**src/rtl/gate_pipe_if.sv**
```systemverilog
// gate_pipe_if: handshake and data bundle for gate_pipe.
//   in_valid/in_ready : upstream operand-set handshake
//   a, b, c, op1, op2 : operands and per-transaction gate selects
//   out_valid/out_ready: downstream result handshake
//   y                 : result
//   ones              : popcount of y (only with GATE_PIPE_POPCOUNT_EN)
// master = upstream/downstream environment, slave = gate_pipe.
interface gate_pipe_if #(
  parameter int unsigned WIDTH = 8
);
  logic             in_valid;
  logic             in_ready;
  logic [WIDTH-1:0] a;
  logic [WIDTH-1:0] b;
  logic [WIDTH-1:0] c;
  logic [1:0]       op1;
  logic [1:0]       op2;
  logic             out_valid;
  logic             out_ready;
  logic [WIDTH-1:0] y;

`ifdef GATE_PIPE_POPCOUNT_EN
  localparam int unsigned CW = $clog2(WIDTH + 1);
  logic [CW-1:0]    ones;

  modport master (
    output in_valid, a, b, c, op1, op2, out_ready,
    input  in_ready, out_valid, y, ones
  );

  modport slave (
    input  in_valid, a, b, c, op1, op2, out_ready,
    output in_ready, out_valid, y, ones
  );
`else
  modport master (
    output in_valid, a, b, c, op1, op2, out_ready,
    input  in_ready, out_valid, y
  );

  modport slave (
    input  in_valid, a, b, c, op1, op2, out_ready,
    output in_ready, out_valid, y
  );
`endif
endinterface

```
**src/rtl/gate_pipe.sv**
```systemverilog
// gate_pipe: two-stage bitwise gate pipeline with valid/ready flow control.
//   Stage 1 registers s1 = op1(a,b) along with c and op2.
//   Stage 2 registers y = op2(s1,c) (and its popcount when enabled).
// Gate codes: 00 AND, 01 OR, 10 XOR, 11 NAND.
// Ports:
//   clock   : sole clock, rising edge
//   reset_n : asynchronous active-low reset, clears both stages
//   bus     : gate_pipe_if.slave (handshakes, operands, result)
// Optional feature: define GATE_PIPE_POPCOUNT_EN to add the registered
// 'ones' output (population count of y).
module gate_pipe #(
  parameter int unsigned WIDTH = 8
) (
  input  logic        clock,
  input  logic        reset_n,
  gate_pipe_if.slave  bus
);

  function automatic logic [WIDTH-1:0] gate(
    input logic [1:0]       op,
    input logic [WIDTH-1:0] x,
    input logic [WIDTH-1:0] z
  );
    logic [WIDTH-1:0] r;
    case (op)
      2'b00:   r = x & z;
      2'b01:   r = x | z;
      2'b10:   r = x ^ z;
      default: r = ~(x & z);
    endcase
    return r;
  endfunction

  logic             s1_valid;
  logic [WIDTH-1:0] s1_data;
  logic [WIDTH-1:0] s1_c;
  logic [1:0]       s1_op2;
  logic             out_valid_q;
  logic [WIDTH-1:0] y_q;
  logic [WIDTH-1:0] s2_next;

  logic s2_free_c;
  logic s1_adv_c;
  logic in_ready_c;
  logic in_xfer_c;

  // Flow control: stage 1 is free when empty or moving into stage 2 this edge.
  always_comb begin
    s2_free_c  = !out_valid_q || bus.out_ready;
    s1_adv_c   = s1_valid && s2_free_c;
    in_ready_c = !s1_valid || s1_adv_c;
    in_xfer_c  = bus.in_valid && in_ready_c;
    s2_next    = gate(s1_op2, s1_data, s1_c);
  end

  // Stage 1: capture first gate result plus the operands stage 2 needs.
  always_ff @(posedge clock or negedge reset_n) begin
    if (!reset_n) begin
      s1_valid <= 1'b0;
      s1_data  <= '0;
      s1_c     <= '0;
      s1_op2   <= 2'b00;
    end else if (in_xfer_c) begin
      s1_valid <= 1'b1;
      s1_data  <= gate(bus.op1, bus.a, bus.b);
      s1_c     <= bus.c;
      s1_op2   <= bus.op2;
    end else if (s1_adv_c) begin
      s1_valid <= 1'b0;
    end
  end

  // Stage 2: result register; holds while the consumer stalls.
  always_ff @(posedge clock or negedge reset_n) begin
    if (!reset_n) begin
      out_valid_q <= 1'b0;
      y_q         <= '0;
    end else if (s1_adv_c) begin
      out_valid_q <= 1'b1;
      y_q         <= s2_next;
    end else if (bus.out_ready) begin
      out_valid_q <= 1'b0;
    end
  end

`ifdef GATE_PIPE_POPCOUNT_EN
  localparam int unsigned CW = $clog2(WIDTH + 1);

  function automatic logic [CW-1:0] popcount(input logic [WIDTH-1:0] v);
    logic [CW-1:0] n;
    n = '0;
    for (int i = 0; i < int'(WIDTH); i++) begin
      n = n + CW'(v[i]);
    end
    return n;
  endfunction

  logic [CW-1:0] ones_q;

  // Popcount is computed from the same next value as y so it shares y's timing.
  always_ff @(posedge clock or negedge reset_n) begin
    if (!reset_n) begin
      ones_q <= '0;
    end else if (s1_adv_c) begin
      ones_q <= popcount(s2_next);
    end
  end

  assign bus.ones = ones_q;
`endif

  assign bus.in_ready  = in_ready_c;
  assign bus.out_valid = out_valid_q;
  assign bus.y         = y_q;

endmodule

```
**src/flat_wrapper.sv**
```systemverilog
// flat-port wrapper written by rule: the top's interface ports become plain ports
module gate_pipe_flat 
#(
  parameter int unsigned WIDTH = 8
)
  (clock, reset_n, bus_in_valid, bus_a, bus_b, bus_c, bus_op1, bus_op2, bus_out_ready, bus_in_ready, bus_out_valid, bus_y);
  gate_pipe_if #(.WIDTH(WIDTH)) bus_i ();
  input  logic clock;
  input  logic reset_n;
  input wire logic [$bits(bus_i.in_valid)-1:0] bus_in_valid;
  input wire logic [$bits(bus_i.a)-1:0] bus_a;
  input wire logic [$bits(bus_i.b)-1:0] bus_b;
  input wire logic [$bits(bus_i.c)-1:0] bus_c;
  input wire logic [$bits(bus_i.op1)-1:0] bus_op1;
  input wire logic [$bits(bus_i.op2)-1:0] bus_op2;
  input wire logic [$bits(bus_i.out_ready)-1:0] bus_out_ready;
  output wire logic [$bits(bus_i.in_ready)-1:0] bus_in_ready;
  output wire logic [$bits(bus_i.out_valid)-1:0] bus_out_valid;
  output wire logic [$bits(bus_i.y)-1:0] bus_y;
  assign bus_i.in_valid = bus_in_valid;
  assign bus_i.a = bus_a;
  assign bus_i.b = bus_b;
  assign bus_i.c = bus_c;
  assign bus_i.op1 = bus_op1;
  assign bus_i.op2 = bus_op2;
  assign bus_i.out_ready = bus_out_ready;
  assign bus_in_ready = bus_i.in_ready;
  assign bus_out_valid = bus_i.out_valid;
  assign bus_y = bus_i.y;
  gate_pipe #(.WIDTH(WIDTH)) u_core (.clock(clock), .reset_n(reset_n), .bus(bus_i));
endmodule
```
**config.mk**
```make
export PLATFORM = sky130hd
export DESIGN_NAME = gate_pipe_flat
export DESIGN_NICKNAME = d
export VERILOG_FILES = /design/src/rtl/gate_pipe_if.sv /design/src/rtl/gate_pipe.sv /design/src/flat_wrapper.sv
export SDC_FILE = /design/constraint.sdc
export NUM_CORES = 1
export LEC_CHECK = 0
export CORE_MARGIN = 10
export CORE_UTILIZATION = 30
export CTS_BUF_LIST = sky130_fd_sc_hd__clkbuf_8
export CTS_CLUSTER_DIAMETER = 30
export DETAILED_ROUTE_END_ITERATION = 6
export DONT_BUFFER_PORTS = 1
export MAX_ROUTING_LAYER = met4
export SLEW_MARGIN = 10
export SYNTH_ARGS = -nofsm -noshare
export SYNTH_HDL_FRONTEND = slang
export SYNTH_SLANG_ARGS = --single-unit
```
**constraint.sdc**
```tcl
create_clock -name clock -period 3.8 [get_ports clock]
set_input_delay 0.76 -clock clock [delete_from_list [all_inputs] [get_ports clock]]
set_output_delay 0.76 -clock clock [all_outputs]
set_load 0.05 [all_outputs]
```
==> run metrics, run 1 <==
endpoints failing setup=0; port bufs=0; worst hold path class=in -> async; Slew Viols, Final=0; WP data arrival=1.56 ns; CP startpoint=u_core.bus.out_valid; Synth Warn #=0; clk_lat worst skew=0.27 ns; ANT nets after route=0; compound-gate portion of the synthesized area=22.8%; core area=7210 um^2; minimum clock period=2.32 ns; Synth area leader=dfrtp_1; Tot Pwr=0.000932 W; part of the Yosys area used for sequential elements=31.7%; cell area after synthesis=2210 um^2; CTS Buffer Depth=2; clock sinks=28; Synth Area in Adders=18.1%; I/O pin total=42; post-synthesis simple-gate area fraction=14.8%; status=complete, no violations; Final nets=304; area of the multi-input gates=1250 um^2; Max Cap Viol=0; PwrDens=410 nW/um^2; count leader, synth=inv_1; placed cells=334; CTS Buf Count=3; nature of the critical path endpoint=primary output; number of global-route vias before repair=1,606; Root Buffer=clkbuf_8; CP max-delay cell=dfrtp_1; largest net degree at the start of global routing=30; clock network fraction of design power=20.0%; Routability Congestion=0.749; Diodes inserted=0; critical path, cell by cell=and3b_4, inv_2; logic gate share of total power=24.5%; maximum VDD drop=0.121 mV; TritonCTS clock tree=built; net switching power=0.000374 W; first-pass GRT wire length=8.07 mm; Non-Filler Instances=338; register area=701 um^2; most frequent cells after synthesis=inv_1 (35), ha_1 (32), dfrtp_1 (28); # hold bufs at CTS=0; Synth Area in XOR/XNOR=0%; DRC Markers=0; Max FO, Critical Path=15; initial antenna violation count=0; f_max=0.431 GHz; via/cell ratio=4.75; final worst path period share=61.1%; Tightest Pin Transition=0.730 ns; All-Layer GR Usage=8.84%; clock-pin slew on the worst setup and hold paths=0.10 ns; final WL=4.73 mm; Core Rows=31; FILL cells=788; CP peak stage delay=0.61 ns; layout cells sized above 1=5.86%; Post-CTS Resized=0; Worst Skew=0.00122 ns; initial detailed-routing violation count=58; Yosys top cell area share=31.7%; Seq pwr share=55.5%; Initial Util=30.7%; first-pass iteration count of the detailed router=6; P_leak=1.06 nW; Switching Share=40.1%; total grt overflow=0; main combinational cell family by area after synthesis=compound AO/OA/AOI/OAI gates; Synth area leaders=dfrtp_1 (32%), ha_1 (18%), inv_1 (5.9%); mux share of post-synthesis cell area=1.02%; Final Hold Fails=0; Die X=106 um; startpoint of the worst register-to-register path=u_core.bus.out_valid; DP HPWL=3.72 mm; Yosys reg bits=28; Post-Route Setup TNS=0 ns; Crit path required time=3.04 ns; Setup CP Type=reg -> out; ys flop type=dfrtp_1; Pint=0.000558 W; unrepaired setup endpoints after global routing=no; number of setup buffers added after CTS=0; slew margin rel.=51.3%; total die area=11,200 um^2; Synth Instances=251; number of flops mapped to enable cells by yosys=0; Mapped Nets=315; WL per Instance=14.0 um; Worst Setup Start Kind=register; Layout area overhead=2.66%; Avg Inst Size Synth=8.82 um^2; H-tree levels=1; via count=1,607; Netlist cell types=40; Async S/R FF share, synth=100%; chip height=106 um
-- state kept, by name (all words and copies together), names as in the netlist --
name                  count
u_core.bus.y              8
u_core.s1_c               8
u_core.s1_data            8
u_core.s1_op2             2
u_core.bus.out_valid      1
u_core.s1_valid           1
-- path summary, 6_finish.rpt --
kind,cells past startpoint,to,slack [ns]
hold / removal,0,u_core.bus.y[2],0.17
min in group clock,2,u_core.s1_c[5],0.57
setup / recovery,2,bus_in_ready,1.48
max in group asynchronous,0,u_core.s1_c[3],3.55
setup reg to reg,3,u_core.s1_op2[0],1.88
hold reg to reg,2,u_core.s1_c[5],0.57
-- cells by family (layout without fill, tap and decap cells) --
logic type | Yosys count | in the layout
AO/OA/AOI/OAI | 77 | 77
buffers and inverters | 53 | 41
flip-flops | 28 | 28
multiplexers | 2 | 2
AND/OR/NAND/NOR | 59 | 59
adder cells (fa/ha/maj) | 32 | 32
-- layer usage --
metal	up-vias	GRT usage [%]	share of wire (%)
met1	728	11.3	48
met3	4	2.54	8.2
met4	0	3.19	2.0
met2	36	13.0	42
li1	839	-	-
met5	-	-	0
-- layout make-up --
type                    instances  area share [%]
well taps                      99            5.45
flip-flops and latches         28            30.8
multi-input cells             170            55.2
inverters                      37            6.11
clock buffers                   4            2.42
-- critical path: cells and delay by family, from the launching register on --
kind	cells	cell delay [ns]
flops	1	0.61
simple gates	1	0.33
buf+inv	1	0.35
-- stage by stage --
| step | setup slack [ns] | util (%) | cell area, um^2 | hold WS [ns] |
|---|---|---|---|---|
| after global routing | 1.42 | 31.5 | 2270 | 0.147 |
| after floorplan | 1.68 | - | 2210 | 0.464 |
| after detailed placement | 1.71 | 30.7 | 2220 | 0.466 |
| final | 1.48 | 31.5 | 2270 | 0.170 |
| after global placement | 1.73 | 30.7 | 2220 | 0.466 |
| after CTS | 1.46 | 31.5 | 2270 | 0.162 |
-- power groups by stage --
stage          combinational, W  clock (W)  sequential [W]
2_1_floorplan          0.000231          0        0.000492
3_3_place_gp           0.000220          0        0.000523
3_5_place_dp           0.000229          0        0.000526
4_1_cts                0.000231   0.000192        0.000520
5_1_grt                0.000270   0.000206        0.000531
6_report               0.000229   0.000186        0.000517
-- placed cells by master (no fill, tap or decap), drive strengths merged --
master  count
nor2        8
or2         4
o311ai      1
a21oi      16
a22oi       3
a221o       1
and2        2
nor3        1
inv        37
o31ai       8
o221ai      1
nand2b      6
o211ai     12
nor2b      13
o21ai      14
a211o       7
nand3       8
and2b       2
a31o        1
clkbuf      4
a21boi      2
mux2        2
ha         32
dfrtp      28
and3b       1
nand2      14
a31oi      10
o22ai       1
Note: power is estimated with default switching activity, not from simulation.
==> inputs of run 2 (changes only) <==
==> constraint.sdc (replaced) <==
create_clock -name clock -period 2.4 [get_ports clock]
set_input_delay 0.48 -clock clock [delete_from_list [all_inputs] [get_ports clock]]
set_output_delay 0.48 -clock clock [all_outputs]
set_load 0.05 [all_outputs]
==> run 2 against run 1 <==
Effect of this change:
- sequential power up 57%
- register-to-register slack worse by 1.2 ns
- routed wire length up 0.44%
- sequential share of layout area down 0.47 points
- worst setup slack worse by 0.97 ns
- final area up 1.5%
- utilization up 0.49 points
- die area unchanged
- first-iteration DRC count up 3.4%
- critical path type unchanged
- largest power group unchanged
==> run metrics, run 2 (synthesized netlist as in run 1, its figures left out) <==
WL per Instance=13.9 um (-0.44%); Post-Route Setup TNS=0 ns (unchanged); Crit path required time=1.92 ns (-1.12 ns); via count=1,621 (+0.87%); CTS Buf Count=3 (unchanged); Core Rows=31 (unchanged); CTS Buffer Depth=2 (unchanged); Switching Share=40.5% (+0.41 points); Post-CTS Resized=0 (unchanged); critical path, cell by cell=and3b_4, inv_2; Diodes inserted=0 (unchanged); Worst Setup Start Kind=register; most frequent cells in the layout=inv_1 (35), ha_1 (32), dfrtp_1 (28), a21oi_1 (16), nand2_1 (14); Layout area overhead=4.24%; Seq pwr share=54.1% (-1.4 points); I/O pin total=42 (unchanged); number of global-route vias before repair=1,576 (-1.9%); Setup CP Type=reg -> out; total grt overflow=0 (unchanged); Die X=106 um (unchanged); WP data arrival=1.41 ns (-0.15 ns); layout cells sized above 1=7.02% (+1.2 points); clock network fraction of design power=19.8% (-0.2 points); CP peak stage delay=0.50 ns (-0.11 ns); P_leak=1.08 nW (+1.8%); Initial Util=30.7% (unchanged); final WL=4.75 mm (+0.44%); initial detailed-routing violation count=60 (+3.4%); maximum VDD drop=0.233 mV (+92%); minimum clock period=1.89 ns; first-pass iteration count of the detailed router=4 (-2); net switching power=0.000609 W (+63%); most common cell after layout, fill and taps aside=inv_1; status=complete, no violations; logic gate share of total power=26.1% (+1.6 points); initial antenna violation count=0 (unchanged); Routability Congestion=0.741 (-0.99%); DP HPWL=3.81 mm (+2.5%); TritonCTS clock tree=built; Root Buffer=clkbuf_8; Max FO, Critical Path=15 (unchanged); port bufs=0 (unchanged); All-Layer GR Usage=8.76% (-0.082 points); Max Cap Viol=0 (unchanged); Pint=0.000894 W (+60%); DRC Markers=0 (unchanged); Final Hold Fails=0 (unchanged); nature of the critical path endpoint=primary output; endpoints failing setup=0 (unchanged); first-pass GRT wire length=7.93 mm (-1.8%); CP max-delay cell=dfrtp_1; unrepaired setup endpoints after global routing=no; Tot Pwr=0.00150 W (+61%); # hold bufs at CTS=1 (+1); clock-pin slew on the worst setup and hold paths=0.10 ns (about the same); total die area=11,200 um^2 (unchanged); Tightest Pin Transition=0.700 ns (-0.0303 ns); PwrDens=651 nW/um^2 (+59%); Worst Skew=0.00429 ns (+0.00307 ns); Final nets=307 (+0.99%); chip height=106 um (unchanged); Slew Viols, Final=0 (unchanged); worst hold path class=in -> async; clock sinks=28 (unchanged); final worst path period share=78.9%; via/cell ratio=4.75 (about the same); H-tree levels=1 (unchanged); FILL cells=777 (-1.4%); ANT nets after route=0 (unchanged); core area=7210 um^2 (unchanged); f_max=0.528 GHz; largest net degree at the start of global routing=30 (unchanged); number of setup buffers added after CTS=0 (unchanged); clk_lat worst skew=0.28 ns (about the same); slew margin rel.=53.3% (+2.0 points)
-- run 2: cell types whose count changed in the layout (fill, tap and decap cells not counted) --
cell | before | now
buf_12 | 0 | 1
buf_4 | 0 | 2
-- run 2: area by class of cell --
type	count	area [um^2]	share of cell area (%)
Multi-Input combinational cell	170	1250	54.3
Sequential cell	28	701	30.4
Inverter	37	139	6.02
Tap cell	99	124	5.37
Clock buffer	4	55.1	2.39
Timing Repair Buffer	3	35.0	1.52
-- run 2: path summary, 6_finish.rpt --
path | slack [ns] | end | depth (start not counted) | startpoint
worst max register to register | 0.70 | u_core.s1_data[4] | 4 | u_core.s1_valid
min in group clock | 0.33 | u_core.s1_op2[0] | 1 | bus_op2[0]
max in group asynchronous | 2.23 | u_core.s1_c[3] | 1 | reset_n
worst min-delay path | 0.006 | u_core.bus.y[2] | 1 | reset_n
worst max-delay path | 0.51 | bus_in_ready | 2 | u_core.s1_valid
worst min register to register | 0.57 | u_core.s1_c[0] | 2 | u_core.s1_c[0]
-- run 2: critical path, delay by kind of cell (launching register included) --
family | cells | cell delay, ns
buffers and inverters | 1 | 0.36
DFF | 1 | 0.50
and+or+nand+nor | 1 | 0.27
-- run 2: stage by stage --
| step | utilization, % | hold slack (ns) | instance area [um^2] | setup slack [ns] | cells |
|---|---|---|---|---|---|
| floorplan | - | 0.184 | 2210 | 0.641 | 251 |
| global placement | 30.9 | 0.186 | 2230 | 0.790 | 336 |
| detailed placement | 30.9 | 0.186 | 2230 | 0.707 | 336 |
| CTS | 32.0 | 0.00578 | 2310 | 0.501 | 341 |
| global route | 32.0 | 0.00226 | 2310 | 0.448 | 341 |
| finish | 32.0 | 0.00613 | 2310 | 0.506 | 341 |
-- run 2: power groups by stage --
stage                     combinational (W)  clock (W)  sequential, W
after global routing               0.000464   0.000328       0.000833
after detailed placement           0.000381          0       0.000828
after global placement             0.000367          0       0.000824
after CTS                          0.000399   0.000311       0.000818
after floorplan                    0.000366          0       0.000778
final                              0.000393   0.000298       0.000812
-- run 2: routing by layer --
metal	routed length (um)	global-route usage, %	vias up
li1	-	-	844
met1	2370	11.7	734
met2	1970	12.3	38
met3	335	2.17	5
met4	80	3.58	0
met5	0	-	-
==> inputs of run 3 (changes only) <==
==> constraint.sdc (replaced) <==
create_clock -name clock -period 1.8 [get_ports clock]
set_input_delay 0.36 -clock clock [delete_from_list [all_inputs] [get_ports clock]]
set_output_delay 0.36 -clock clock [all_outputs]
set_load 0.05 [all_outputs]
==> run 3 against run 2 <==
Effect of this change:
- hold slack better by 0.20 ns
- cell count grew 1.2%
- routed wire length decreased by 0.88%
- power grew 34%
==> run metrics, run 3 (synthesized netlist as in run 1, its figures left out) <==
endpoints failing setup=0 (unchanged); Hold Crit Endpoint=u_core.s1_op2[0]; Reg2Reg Capture Point=u_core.s1_data[5]; area of the multi-input gates=1250 um^2 (unchanged); r2r worst-path depth=4 (unchanged); chip height=106 um (unchanged); via count=1,608 (-0.80%); DP HPWL=3.81 mm (+0.12%); Post-Route Setup TNS=0 ns (unchanged); most common cell after layout, fill and taps aside=inv_1; initial antenna violation count=0 (unchanged); port bufs=0 (unchanged); Final nets=311 (+1.3%); slew margin rel.=59.4% (+6.0 points); Root Buffer=clkbuf_8; worst slack, placed=0.340 ns (-0.367 ns); FILL cells=779 (+0.26%); total grt overflow=0 (unchanged); Max FO, Critical Path=12 (-3); Tot Pwr=0.00201 W (+34%); nature of the critical path endpoint=primary output; worst hold path class=in -> reg; Initial Util=30.7% (unchanged); P_leak=1.09 nW (+1.7%); most frequent cells in the layout=inv_1 (35), ha_1 (32), dfrtp_1 (28), a21oi_1 (16), nand2_1 (14); maximum VDD drop=0.280 mV (+20%); layout cells sized above 1=8.13% (+1.1 points); Slew Viols, Final=0 (unchanged); minimum clock period=1.58 ns; clock sinks=28 (unchanged); Worst Skew=0.00707 ns (+0.00279 ns); CTS Buf Count=3 (unchanged); Final Hold Fails=0 (unchanged); final WL=4.71 mm (-0.88%); Tightest Pin Transition=0.609 ns (-0.0906 ns); clock-pin slew on the worst setup and hold paths=0.10 ns (about the same); CP max-delay cell=dfrtp_1; status=complete, no violations; unrepaired setup endpoints after global routing=no; Die X=106 um (unchanged); I/O pin total=42 (unchanged); Routability Congestion=0.750 (+1.1%); Core Util, Final=32.4% (+0.45 points); ANT nets after route=0 (unchanged); H-tree levels=1 (unchanged); worst hold start=bus_op2[0]; initial detailed-routing violation count=60 (unchanged); clk_lat worst skew=0.28 ns (about the same); first-pass GRT wire length=8.15 mm (+2.8%); Crit path required time=1.44 ns (-0.48 ns); Diodes inserted=0 (unchanged); total die area=11,200 um^2 (unchanged); Layout area overhead=5.71%; top layer in use=met4; register area=701 um^2 (unchanged); CP Buf/Inv Count=1 (unchanged); Max Cap Viol=0 (unchanged); first-pass iteration count of the detailed router=4 (unchanged); WL per Instance=13.6 um (-2.0%); TritonCTS clock tree=built; CTS Buffer Depth=2 (unchanged); PwrDens=858 nW/um^2 (+32%); largest net degree at the start of global routing=30 (unchanged); Worst Setup Start Kind=register; number of global-route vias before repair=1,684 (+6.9%); WL met1=2.23 mm (-5.7%); final worst path period share=87.7%; Worst Hold Path Cells=1; WP data arrival=1.22 ns (-0.19 ns); via/cell ratio=4.66 (-2.0%); Post-CTS Resized=0 (unchanged); critical path, cell by cell=and3b_4, inv_2; delay-heaviest family, CP=flip-flops; Setup CP Type=reg -> out; metal3 WL=354 um (+5.7%); startpoint of the worst register-to-register path=u_core.bus.out_valid; DRC Markers=0 (unchanged); fin worst setup slack=0.222 ns (-0.284 ns); f_max=0.634 GHz; setup slack, reg-to-reg=0.34 ns (-0.36 ns); metal2 WL=2.00 mm (+1.5%); CP peak stage delay=0.40 ns (-0.10 ns); All-Layer GR Usage=8.91% (+0.15 points); core area=7210 um^2 (unchanged); Core Rows=31 (unchanged)
==> run 3: cell types whose count changed in the layout (fill, tap and decap cells not counted) <==
cell	change
buf_4	+3
dlygate4sd3_1	+1
==> run 3: how the worst max path moves through the flow <==
| stage | cells past startpoint | endpoint | slack [ns] | start |
|---|---|---|---|---|
| final | 2 | bus_in_ready | 0.22 | u_core.bus.out_valid |
| after global routing | 2 | bus_in_ready | 0.18 | u_core.bus.out_valid |
| after detailed placement | 4 | u_core.s1_data[5] | 0.34 | u_core.s1_valid |
| after CTS | 2 | bus_in_ready | 0.21 | u_core.s1_valid |
| after global placement | 4 | u_core.s1_data[3] | 0.38 | u_core.s1_valid |
| after floorplan | 3 | bus_in_ready | 0.16 | u_core.bus.out_valid |
==> run 3: repair_timing <==
action,CTS,global route
setup buffers,0,0
endpoints found under the hold margin,28,0
hold buffers,2,0
==> run 3: metrics by stage <==
step,cells,hold slack (ns),instance area (um^2)
floorplan,251,0.0644,2210
global placement,339,0.0658,2250
detailed placement,339,0.0658,2250
CTS,345,0.204,2340
global route,345,0.206,2340
finish,345,0.210,2340
==> run 3: final cells by class <==
| cell class | count | area share (%) |
|---|---|---|
| multi-input cells | 170 | 53.6 |
| flip-flops and latches | 28 | 29.9 |
| inverters | 37 | 5.94 |
| well taps | 99 | 5.29 |
| repair buffers | 7 | 2.89 |
| clock buffers | 4 | 2.35 |
==> run 3: power breakdown <==
group	switching (W)	internal, W	leakage [nW]
registers	0.000329	0.000746	0.325
clock network	0.000199	0.000196	0.0288
logic	0.000280	0.000257	0.740
==> run 3: worst reg2reg max path, stage by stage, from the launching register on <==
cell and delay, ns:
dfrtp_1 0.40, and3b_4 0.21, inv_2 0.32, nand2_1 0.18, o31ai_1 0.26
==> run 3: per-layer routing <==
metal / vias to the layer above / global-route usage (%)
met5: - / -
met4: 0 / 4.06
met3: 7 / 2.11
met2: 35 / 13.9
met1: 716 / 10.7
li1: 850 / -
